$ cat src/rtl/cpu24_mem_arbiter.sv
// cpu24_mem_arbiter: shares one memory port between the CPU24 fetch (I) and data (D) requesters.
// Optional macro CPU24_ARB_RR_EN selects round-robin tie-breaking; otherwise D has fixed priority.
module cpu24_mem_arbiter #(
  parameter int ADDR_W  = 24,
  parameter int DATA_W  = 24,
  parameter int TIMEOUT = 15
) (
  input  logic              clk,
  input  logic              rst,
  input  logic              i_req,
  input  logic [ADDR_W-1:0] i_addr,
  input  logic              i_we,
  input  logic [DATA_W-1:0] i_wdata,
  output logic              i_ack,
  output logic              i_err,
  output logic [DATA_W-1:0] i_rdata,
  input  logic              d_req,
  input  logic [ADDR_W-1:0] d_addr,
  input  logic              d_we,
  input  logic [DATA_W-1:0] d_wdata,
  output logic              d_ack,
  output logic              d_err,
  output logic [DATA_W-1:0] d_rdata,
  output logic              mreq,
  output logic [ADDR_W-1:0] maddr,
  output logic              mwe,
  output logic [DATA_W-1:0] mwdata,
  input  logic              mack,
  input  logic [DATA_W-1:0] mrdata
);

  typedef enum logic [1:0] {
    IDLE = 2'd0,
    BUSY = 2'd1,
    DONE = 2'd2
  } state_t;

`ifdef CPU24_ARB_RR_EN
  localparam bit RR_EN = 1'b1;
`else
  localparam bit RR_EN = 1'b0;
`endif

  localparam logic [4:0] TCNT_LAST = 5'(TIMEOUT - 1);

  state_t     r_state;
  logic       r_gnt;
  logic       r_last;
  logic       r_err;
  logic [4:0] r_tcnt;
  logic       w_any_req;
  logic       w_pick_d;

  assign w_any_req = i_req | d_req;

  // Winner selection for the IDLE grant; only a simultaneous request needs a tie-break.
  always_comb begin
    w_pick_d = d_req;
    if (i_req && d_req) begin
      w_pick_d = RR_EN ? ~r_last : 1'b1;
    end else begin
      w_pick_d = d_req;
    end
  end

  assign mreq  = (r_state == BUSY);
  assign i_ack = (r_state == DONE) && !r_gnt;
  assign d_ack = (r_state == DONE) &&  r_gnt;
  assign i_err = i_ack && r_err;
  assign d_err = d_ack && r_err;

  // Transaction FSM: grant, memory handshake with watchdog, one-cycle completion.
  always_ff @(posedge clk or negedge rst) begin
    if (!rst) begin
      r_state <= IDLE;
      r_gnt   <= 1'b0;
      r_last  <= 1'b0;
      r_err   <= 1'b0;
      r_tcnt  <= 5'd0;
      maddr   <= '0;
      mwe     <= 1'b0;
      mwdata  <= '0;
      i_rdata <= '0;
      d_rdata <= '0;
    end else begin
      case (r_state)
        IDLE: begin
          if (w_any_req) begin
            r_gnt   <= w_pick_d;
            maddr   <= w_pick_d ? d_addr  : i_addr;
            mwe     <= w_pick_d ? d_we    : i_we;
            mwdata  <= w_pick_d ? d_wdata : i_wdata;
            r_tcnt  <= 5'd0;
            r_state <= BUSY;
          end else begin
            r_state <= IDLE;
          end
        end
        BUSY: begin
          if (mack) begin
            if (r_gnt) begin
              d_rdata <= mrdata;
            end else begin
              i_rdata <= mrdata;
            end
            r_err   <= 1'b0;
            r_state <= DONE;
          end else if (r_tcnt == TCNT_LAST) begin
            // Watchdog expiry: report an error with zeroed read data.
            if (r_gnt) begin
              d_rdata <= '0;
            end else begin
              i_rdata <= '0;
            end
            r_err   <= 1'b1;
            r_state <= DONE;
          end else begin
            r_tcnt <= r_tcnt + 5'd1;
          end
        end
        DONE: begin
          r_last  <= r_gnt;
          r_state <= IDLE;
        end
        default: begin
          r_state <= IDLE;
        end
      endcase
    end
  end

endmodule

$ cat config.mk
export PLATFORM = sky130hd
export DESIGN_NAME = cpu24_mem_arbiter
export DESIGN_NICKNAME = d
export VERILOG_FILES = /design/src/rtl/cpu24_mem_arbiter.sv
export SDC_FILE = /design/constraint.sdc
export NUM_CORES = 1
export LEC_CHECK = 0
export ABC_AREA = 1
export BUFFER_PORTS_ARGS = -buffer_cell sky130_fd_sc_hd__buf_2
export CELL_PAD_IN_SITES_DETAIL_PLACEMENT = 0
export CELL_PAD_IN_SITES_GLOBAL_PLACEMENT = 2
export CORE_UTILIZATION = 28
export DETAILED_ROUTE_END_ITERATION = 7
export PLACE_DENSITY_LB_ADDON = 0.1
export SLEW_MARGIN = 10
export SYNTH_ARGS = -nofsm -noshare
export SYNTH_HDL_FRONTEND = slang
export SYNTH_SLANG_ARGS = --single-unit
$ cat constraint.sdc
create_clock -name clk -period 2.66 [get_ports clk]
set_input_delay 0.133 -clock clk [delete_from_list [all_inputs] [get_ports clk]]
set_output_delay 0.133 -clock clk [all_outputs]
set_load 0.005 [all_outputs]
==> impl_metrics.ini <==
[clock_network]
cts_tree = yes
clock_latency_ns = 0.35
cts_buffer_depth = 2
clock-sinks = 106
root_buffer = clkbuf_16
htree_levels = 3
cts_made_buffers = 9
cts.clk_slew.worst_paths_ns = 0.07
post_cts_buffers = 0

[critical_path]
slowest_stage = buf_4
crit_fanout = 41
crit_chain = inv_2, nand2_2, inv_4, buf_4, buf_2
cp.required_ns = 2.53
end_kind = primary output
arrival_ns = 1.71
cp-start-kind = flop
worstSetupPathType = reg2out
slowest_delay_ns = 0.40

[detailed_routing]
drc = 0
vias = 4508
wl_per_cell_um = 15.3
drtIter0Drc = 184
viasPerCell = 4.60
drtAntennaViolNets = 0
firstDrtPassIters = 5
wl_um = 15000

[die]
num_rows = 47
pin_count = 229
start_util_pct = 28.8
die_x_um = 133
core_um2 = 16700
die_y_um = 133
dieArea_um2 = 17700

[logic_synthesis]
syn_area_um2 = 4820
synth_area_leaders = dfrtp_1 55%, nand2_1 13%, nor2_1 8.0%, o31ai_1 7.6%, nand4_1 6.2%
yosys.area.top_type = dfrtp_1
ys_seq_area_share_pct = 55.1
synth_cell_types = 24
synth_nets = 675
syn_inst = 546
synth_seq_cells = 106
synth_top_area_share_pct = 55.1
synth_warnings = 0
synth_area_per_cell_um2 = 8.82

[timing]
rsz0062_at_grt = no
fin_tns_setup_ns = 0
setup_violations = 0
layout_setup_ws_ns = 0.818
worstMarginPinSlew_ns = 0.891
finalCriticalPeriod_ns = 1.84
max-slew-margin-rel_pct = 40.4
fmax_ghz = 0.543
hold_viol = 0
post-route-period-util_pct = 69.2
skew_ns = 0.00633
holdWs_ns = 0.0530
slew_viol_final = 0

[global_routing]
grt_pass1_vias = 4466
met2_usage_pct = 27.3
gr-total-overflow = 0
grt_pass1_wl_um = 23800
gr-usage-met1_pct = 22.0
grt.total_usage_pct = 17.2
top_usage_layer = met2
antenna_found_initial = 1
grt_max_degree = 72
global_route.usage.met3_pct = 5.06

[pwr]
p_leak_nw = 3.43
power_density_nw_per_um2 = 1040
finalPower_mw = 6.61
ir_worst_vdd_v = 0.000427

[job]
drv_cap = 0

[placed_design]
portBuffers = 228
dp_hpwl_um = 10600
pre_cts_ws_ns = 0.848
globalplace.congestion = 0.772

[cells_and_area]
final_util_pct = 38.0
layout-drive-gt1-share_pct = 34.9
area_growth_pct = 31.9
n_fill_cell = 1830
antenna_cells = 0
final_nets = 885

[min_path]
holdCritPathClass = in2reg

[run_status]
status = completed
path summary, 6_finish.rpt:
path,startpoint,endpoint,slack [ns],depth (start not counted)
max,r_state[1],mreq,0.82,5
min,mrdata[23],d_rdata[23],0.05,3
max reg2reg,r_state[0],maddr[10],0.99,4
min reg2reg,d_rdata[0],d_rdata[0],0.47,2
max in group asynchronous,rst,i_rdata[16],1.55,3
min in group asynchronous,rst,i_rdata[3],0.33,2
placed cells by master, fill, tap and decap left out, types with 3 or more instances in the layout:
cell / synthesis / final
inv_1: 6 / 6
nand4_1: 48 / 48
buf_4: 10 / 11
dfrtp_1: 106 / 106
buf_2: 17 / 227
nand2_2: 3 / 3
clkbuf_16: 0 / 9
nor2_1: 103 / 103
inv_2: 4 / 4
o31ai_1: 49 / 49
nand3_4: 3 / 3
clkinvlp_4: 0 / 3
nand2_1: 164 / 164
nand3_1: 6 / 6
power breakdown:
group	switching [mW]	internal, mW	total, mW	leakage, nW
Clock	0.610	0.628	1.24	0.120
Combinational	1.56	1.08	2.63	1.99
Sequential	0.390	2.35	2.74	1.32
worst max-delay path: cells and delay by family, from the launching register on:
kind	cells	cell delay [ns]
buf+inv	4	0.85
flops	1	0.39
simple gates	1	0.09
sequential cells by signal, summed over array words and instances, names as in the netlist:
signal	count
d_rdata	24
mwdata	24
r_tcnt	5
r_err	1
mwe	1
maddr	24
r_gnt	1
r_state	2
i_rdata	24
routing by layer:
layer | part of all wire (%) | vias to the layer above
met5 | 0 | -
met4 | 1.7 | 0
met3 | 7.9 | 13
met2 | 45 | 154
met1 | 45 | 2097
li1 | - | 2244
per-stage QoR:
step / area (um^2) / cells
detailed placement: 6080 / 964
floorplan: 4820 / 546
global route: 6350 / 980
finish: 6350 / 980
CTS: 6350 / 980
global placement: 6080 / 964
Yosys cell counts:
cell type,count
a21oi_1,1
buf_1,2
buf_2,17
buf_4,10
buf_6,6
clkbuf_1,6
clkinv_1,1
dfrtp_1,106
ha_1,2
inv_1,6
inv_2,4
inv_4,1
nand2_1,164
nand2_2,3
nand3_1,6
nand3_4,3
nand3b_1,1
nand4_1,48
nor2_1,103
nor3_1,2
nor4_1,2
o21ai_2,1
o31ai_1,49
xnor2_1,2
timing repair:
item | 4_1_cts | 5_1_grt
gates resized for setup | 0 | 0
hold buffers | 1 | 0
endpoints found under the hold margin | 39 | 0
cell type report:
cell class | instances | area, um^2 | area share (%)
sequential | 106 | 2650 | 41.8
multi-input combinational | 387 | 1870 | 29.4
timing repair buffer | 240 | 1250 | 19.7
tap | 220 | 275 | 4.33
clock buffer | 10 | 229 | 3.61
inverter | 12 | 47.5 | 0.749
clock inverter | 5 | 32.5 | 0.512
cells by family (layout without fill, tap and decap cells):
logic type	count (synthesis)	in the layout	synth area share, %
xor+xnor	2	2	0.364
flops	106	106	55.1
buf+inv	53	267	6.34
simple gates	332	332	29.8
fa+ha+maj	2	2	0.520
compound gates	51	51	7.92
(Power assumes the default switching activity.)
